**src/rtl/audio_pkg.sv**
```systemverilog
// Shared audio-path definitions: default sizes, serializer state encoding and
// memoryselect bit positions used by the controller, deserializer and serializer.
package audio_pkg;

    localparam int DATA_W_DEF     = 16;
    localparam int ADDR_W_DEF     = 15;
    localparam int CLIP_WORDS_DEF = 32000;
    localparam int CLK_DIV_DEF    = 4;

    // memoryselect bit positions
    localparam int MEMSEL_BLK = 1;
    localparam int MEMSEL_WR  = 0;

    typedef enum logic [2:0] {
        IDLE,
        PRIME,
        LOAD,
        SHIFT,
        END
    } ser_state_t;

endpackage

```
**src/rtl/clip_serializer_sclk_gen.sv**
```systemverilog
// Serial bit-clock generator: while enabled, toggles sclk every CLK_DIV system
// clocks and flags the cycle on which each rising / falling toggle happens.
module sclk_gen
    import audio_pkg::*;
#(
    parameter int CLK_DIV = CLK_DIV_DEF
) (
    input  logic clock,
    input  logic reset_n,
    input  logic en_i,
    output logic sclk_o,
    output logic rise_o,
    output logic fall_o
);

    localparam int            CW = (CLK_DIV > 1) ? $clog2(CLK_DIV) : 1;
    localparam logic [CW-1:0] TC = CW'(CLK_DIV - 1);

    logic [CW-1:0] cnt_q, cnt_d;
    logic          sclk_q, sclk_d;
    logic          tc;

    assign tc     = en_i && (cnt_q == TC);
    assign rise_o = tc && !sclk_q;
    assign fall_o = tc && sclk_q;
    assign sclk_o = sclk_q;

    // divider count and sclk toggle; disabled means parked low with count cleared
    always_comb begin
        cnt_d  = cnt_q;
        sclk_d = sclk_q;
        if (!en_i) begin
            cnt_d  = '0;
            sclk_d = 1'b0;
        end else if (tc) begin
            cnt_d  = '0;
            sclk_d = ~sclk_q;
        end else begin
            cnt_d = cnt_q + 1'b1;
        end
    end

    // divider registers
    always_ff @(posedge clock or negedge reset_n) begin
        if (!reset_n) begin
            cnt_q  <= '0;
            sclk_q <= 1'b0;
        end else begin
            cnt_q  <= cnt_d;
            sclk_q <= sclk_d;
        end
    end

endmodule

```
**src/rtl/clip_serializer.sv**
```systemverilog
// Playback serializer: reads the selected clip word by word from clip memory and
// shifts each word out MSB-first on sclk/lrclk/sdata while seriena is held.
//
// state | meaning
// IDLE  | waiting for seriena with a read select
// PRIME | issue read of word 0
// LOAD  | wait for word 0 read data, then load shift reg
// SHIFT | shifting bits out; next word prefetched into hold reg
// END   | clip finished with seriena still high; wait for it to drop
module clip_serializer
    import audio_pkg::*;
#(
    parameter int DATA_W     = DATA_W_DEF,
    parameter int ADDR_W     = ADDR_W_DEF,
    parameter int CLIP_WORDS = CLIP_WORDS_DEF,
    parameter int CLK_DIV    = CLK_DIV_DEF
) (
    input  logic              clock,
    input  logic              reset_n,
    input  logic              seriena,
    input  logic [1:0]        memoryselect,
    output logic              mem_rd_en,
    output logic [ADDR_W:0]   mem_addr,
    input  logic [DATA_W-1:0] mem_rdata,
    output logic              sclk,
    output logic              lrclk,
    output logic              sdata,
    output logic              busy,
    output logic              done
);

    localparam int                BW        = $clog2(DATA_W + 1);
    localparam logic [BW-1:0]     BITS      = BW'(DATA_W);
    localparam logic [ADDR_W-1:0] LAST_WORD = ADDR_W'(CLIP_WORDS - 1);

    ser_state_t        state_q, state_d;
    logic              blk_q, blk_d;
    logic [ADDR_W-1:0] word_q, word_d;     // index of the word in the shift reg
    logic [ADDR_W:0]   addr_q, addr_d;
    logic              rd_q, rd_d;
    logic              rvld_q;             // mem_rdata valid this cycle
    logic              pf_q, pf_d;         // shift reg was loaded last cycle
    logic [DATA_W-1:0] shift_q, shift_d;
    logic [DATA_W-1:0] hold_q, hold_d;
    logic [BW-1:0]     bit_q, bit_d;       // rises left in the current word
    logic              lr_q, lr_d;
    logic              busy_q, busy_d;
    logic              done_q, done_d;
    logic              sclk_en, sclk_rise, sclk_fall;

    assign sclk_en = (state_q == SHIFT);

    sclk_gen #(.CLK_DIV(CLK_DIV)) u_sclk_gen (
        .clock  (clock),
        .reset_n(reset_n),
        .en_i   (sclk_en),
        .sclk_o (sclk),
        .rise_o (sclk_rise),
        .fall_o (sclk_fall)
    );

    assign mem_rd_en = rd_q;
    assign mem_addr  = addr_q;
    assign lrclk     = lr_q;
    assign sdata     = shift_q[DATA_W-1];
    assign busy      = busy_q;
    assign done      = done_q;

    // next state and datapath; seriena only matters at start and word boundaries
    always_comb begin
        state_d = state_q;
        blk_d   = blk_q;
        word_d  = word_q;
        addr_d  = addr_q;
        rd_d    = 1'b0;
        pf_d    = 1'b0;
        shift_d = shift_q;
        hold_d  = hold_q;
        bit_d   = bit_q;
        lr_d    = lr_q;
        busy_d  = busy_q;
        done_d  = 1'b0;
        case (state_q)
            IDLE: begin
                if (seriena && !memoryselect[MEMSEL_WR]) begin
                    blk_d   = memoryselect[MEMSEL_BLK];
                    word_d  = '0;
                    state_d = PRIME;
                end
            end
            PRIME: begin
                rd_d    = 1'b1;
                addr_d  = {blk_q, word_q};
                state_d = LOAD;
            end
            LOAD: begin
                if (rvld_q) begin
                    shift_d = mem_rdata;
                    bit_d   = BITS;
                    lr_d    = ~lr_q;
                    busy_d  = 1'b1;
                    pf_d    = 1'b1;
                    state_d = SHIFT;
                end
            end
            SHIFT: begin
                if (pf_q && (word_q != LAST_WORD)) begin
                    rd_d   = 1'b1;
                    addr_d = {blk_q, word_q + 1'b1};
                end
                if (rvld_q) begin
                    hold_d = mem_rdata;
                end
                if (sclk_rise) begin
                    bit_d = bit_q - 1'b1;
                end
                if (sclk_fall) begin
                    if (bit_q == '0) begin
                        if ((word_q == LAST_WORD) || !seriena) begin
                            done_d  = 1'b1;
                            busy_d  = 1'b0;
                            lr_d    = 1'b0;
                            shift_d = '0;
                            hold_d  = '0;
                            bit_d   = '0;
                            state_d = (word_q == LAST_WORD) ? END : IDLE;
                        end else begin
                            shift_d = hold_q;
                            word_d  = word_q + 1'b1;
                            bit_d   = BITS;
                            lr_d    = ~lr_q;
                            pf_d    = 1'b1;
                        end
                    end else begin
                        shift_d = {shift_q[DATA_W-2:0], 1'b0};
                    end
                end
            end
            END: begin
                if (!seriena) begin
                    state_d = IDLE;
                end
            end
            default: state_d = IDLE;
        endcase
    end

    // state and datapath registers
    always_ff @(posedge clock or negedge reset_n) begin
        if (!reset_n) begin
            state_q <= IDLE;
            blk_q   <= 1'b0;
            word_q  <= '0;
            addr_q  <= '0;
            rd_q    <= 1'b0;
            rvld_q  <= 1'b0;
            pf_q    <= 1'b0;
            shift_q <= '0;
            hold_q  <= '0;
            bit_q   <= '0;
            lr_q    <= 1'b0;
            busy_q  <= 1'b0;
            done_q  <= 1'b0;
        end else begin
            state_q <= state_d;
            blk_q   <= blk_d;
            word_q  <= word_d;
            addr_q  <= addr_d;
            rd_q    <= rd_d;
            rvld_q  <= rd_q;
            pf_q    <= pf_d;
            shift_q <= shift_d;
            hold_q  <= hold_d;
            bit_q   <= bit_d;
            lr_q    <= lr_d;
            busy_q  <= busy_d;
            done_q  <= done_d;
        end
    end

endmodule

```
**config.mk**
```make
export PLATFORM = sky130hd
export DESIGN_NAME = clip_serializer
export DESIGN_NICKNAME = d
export VERILOG_FILES = /design/src/rtl/audio_pkg.sv /design/src/rtl/clip_serializer_sclk_gen.sv /design/src/rtl/clip_serializer.sv
export SDC_FILE = /design/constraint.sdc
export NUM_CORES = 1
export LEC_CHECK = 0
export CORE_ASPECT_RATIO = 0.5
export CORE_UTILIZATION = 44
export DETAILED_ROUTE_END_ITERATION = 10
export MAX_ROUTING_LAYER = met4
export SKIP_LAST_GASP = 1
export SYNTH_ARGS = -nofsm -noshare
export SYNTH_HDL_FRONTEND = slang
export SYNTH_SLANG_ARGS = --single-unit
```
**constraint.sdc**
```tcl
create_clock -name clock -period 4.6 [get_ports clock]
set_input_delay 0.46 -clock clock [delete_from_list [all_inputs] [get_ports clock]]
set_output_delay 0.46 -clock clock [all_outputs]
set_load 0.01 [all_outputs]
```
==> results.toml <==
[outcome]
outcome = "finished, violations left"
violations = "design-rule violations"

[critical_path]
crit_slowest_cell = "nor2_1"
cp_slowest_stage_delay_ps = 1260
startpoint_type = "flop"
rrSetupSlack_ps = 1470
cp.required_ps = 4860
cp_top_family = "simple AND/OR/NAND/NOR gates"
crit_path_max_fanout = 24
cp_num_buf_inv = 0
critPathArrivalTime_ps = 3390
crit_type = "flop to flop"
end_kind = "flop"
crit_chain = "nand3b_1 > nor2_1 > a222oi_1 > a21oi_1"

[cells_and_area]
final_common_cell = "dfrtp_1"
final_cell_mix = "81 x dfrtp_1, 57 x nand2_1, 54 x nor2_1"
diodes = 0
drive_above_1_share_pct = 7.98
area_growth_pct = 20.7
finalNetCount = 471

[global_route]
grt_max_degree = 82
grt_usage_pct = 21.9
grt_pass1_vias = 3214
overflow = 0
grt_antenna_before_repair = 0
grt_pass1_wl_um = 15500

[die]
chipWidth_um = 136
die_h_um = 69.1
dieArea_mm2 = 0.00942
start_util_pct = 45.5
boundaryPins = 43
rows = 24
coreArea_mm2 = 0.00871

[synth]
yosys.cell_types.count = 51
syn-instance-count = 415
synth_fp_nets = 440
yosysTopAreaCellShare_pct = 51.1
ys_seq_area_share_pct = 51.1
ys.flop_type = "dfrtp_1"
yosysTopAreaCell = "dfrtp_1"
async_flop_share_pct = 100
ys_ff_latch = 81
synthTopCellsByArea = "dfrtp_1 51%, a21oi_1 6.4%, nand2_1 5.4%, nor2_1 5.1%, a222oi_1 3.8%"
synth.cell_area_mm2 = 0.00396
synth-edff-count = 0
yosysWarnings = 0
syn_area_per_cell_um2 = 9.55

[routing]
ant_nets = 0
wl_per_cell_um = 16.0
wl_met3_um = 503
wl_met2_um = 4170
initialDrtViolationCount = 353
top_layer_used = "met4"
vias_per_cell = 5.68
vias = 3225
routed_wl_um = 9090
drc = 1
wl_met1_um = 4310
drt_pass1_iterations = 10

[clock_tree]
cts_buffers = 9
hold_buffers = 0
cts_tree = "done"
clockBufferDepth = 2
root_buffer = "clkbuf_16"
post_cts_buffers = 0
insertion_delay_ps = 340
clkSinkCount = 81
clkTransAtPathRegs_ps = 60
cts.htree.levels = 3
post_cts_resized = 0

[timing]
min_period_ps = 3130
setup_viol = 0
worst_pin_slew_ps = 1250
fmax_mhz = 319
finClkSkew_ps = 6.64
hold_viol_final = 0
min_period_over_period_pct = 68.1
fin_ws_ps = 1470
maxSlewViolCount = 0
finalSetupTns_ps = 0
rsz0062_at_grt = "false"
slew_headroom_pct = 16.6

[place]
pre_cts_ws_ps = 1510
dp_hpwl_um = 5810
gp_congestion = 0.848
io_buffers = 42

[worst_hold_path]
min_path_type = "primary input to async pin"

[job]
drv_cap = 0

[pwr]
irDropWorstVdd_uv = 245
p_leak_nw = 1.96
power.density_mw_per_mm2 = 561
==> layout make-up <==
type                       instances  area [µm²]
clock inverter                     6         105
multi-input combinational        300        1790
clock buffer                      10         239
fill                             780        3920
timing repair buffer              45         440
inverter                           9        33.8
sequential                        81        2030
tap                              117         146
==> cells in the mapped netlist, drive strengths merged, types with 2 or more instances <==
cell and count:
a21oi 52, xor2 8, nor2 54, clkbuf 15, o22ai 2, a32o 2, o41ai 2, a22o 3
buf 10, a222oi 15, xnor2 10, dfrtp 81, and3 2, nor4b 2, o31ai 8, nor4 3
nand3 11, o21ai 21, ha 4, and2 4, mux2i 3, nand4 5, a31oi 2, nor3 10
nor2b 2, mux2 2, nand2 57, inv 9, nand2b 5
==> sequential cells by signal, summed over array words and instances, names as in the netlist <==
signal,flops
hold_q,16
mem_addr,16
shift_q,16
word_q,15
bit_q,5
state_q,3
u_sclk_gen.cnt_q,2
blk_q,1
busy,1
done,1
lrclk,1
mem_rd_en,1
pf_q,1
rvld_q,1
u_sclk_gen.sclk_o,1
==> cells by family after synthesis <==
kind of cell             share of synthesized area [%]
XOR/XNOR                                          3.98
AND/OR/NAND/NOR                                   19.3
flip-flops                                        51.1
adder cells (fa/ha/maj)                           1.26
multiplexers                                      1.33
buffers and inverters                             3.82
AO/OA/AOI/OAI                                     19.1
==> metal layers <==
| layer | vias up | global-route usage [%] |
|---|---|---|
| met4 | 0 | 5.80 |
| met3 | 13 | 6.03 |
| met2 | 92 | 33.3 |
| met1 | 1580 | 28.8 |
| li1 | 1540 | - |
| met5 | - | - |
==> report_power, final <==
group | switching [mW] | internal, mW | total, mW | leakage, nW
clock | 0.282 | 0.542 | 0.823 | 0.172
sequential | 0.148 | 0.942 | 1.09 | 1.00
combinational | 0.397 | 0.374 | 0.771 | 0.780
total | 0.826 | 1.86 | 2.68 | 1.96
==> final timing paths <==
kind	startpoint	to	cells after the start
max in group asynchronous	reset_n	bit_q[2]$_DFFE_PN0P_	1
worst min register to register	mem_rd_en$_DFF_PN0_	rvld_q$_DFF_PN0_	0
worst min-delay path	reset_n	mem_addr[11]$_DFFE_PN0P_	1
worst max register to register	state_q[2]$_DFFE_PN0P_	shift_q[1]$_DFFE_PN0P_	4
worst max-delay path	state_q[2]$_DFFE_PN0P_	shift_q[1]$_DFFE_PN0P_	4
min in group clock	mem_rd_en$_DFF_PN0_	rvld_q$_DFF_PN0_	0
==> stage by stage <==
step	cells	hold WS [ps]	util (%)	total power [mW]	instance area, µm²
floorplan	415	164	-	1.58	3960
global placement	552	368	51.0	1.84	4440
detailed placement	552	375	51.0	1.87	4440
CTS	568	345	54.9	2.71	4780
global route	568	390	54.9	2.86	4780
finish	568	298	54.9	2.68	4780
(Power assumes the default switching activity.)
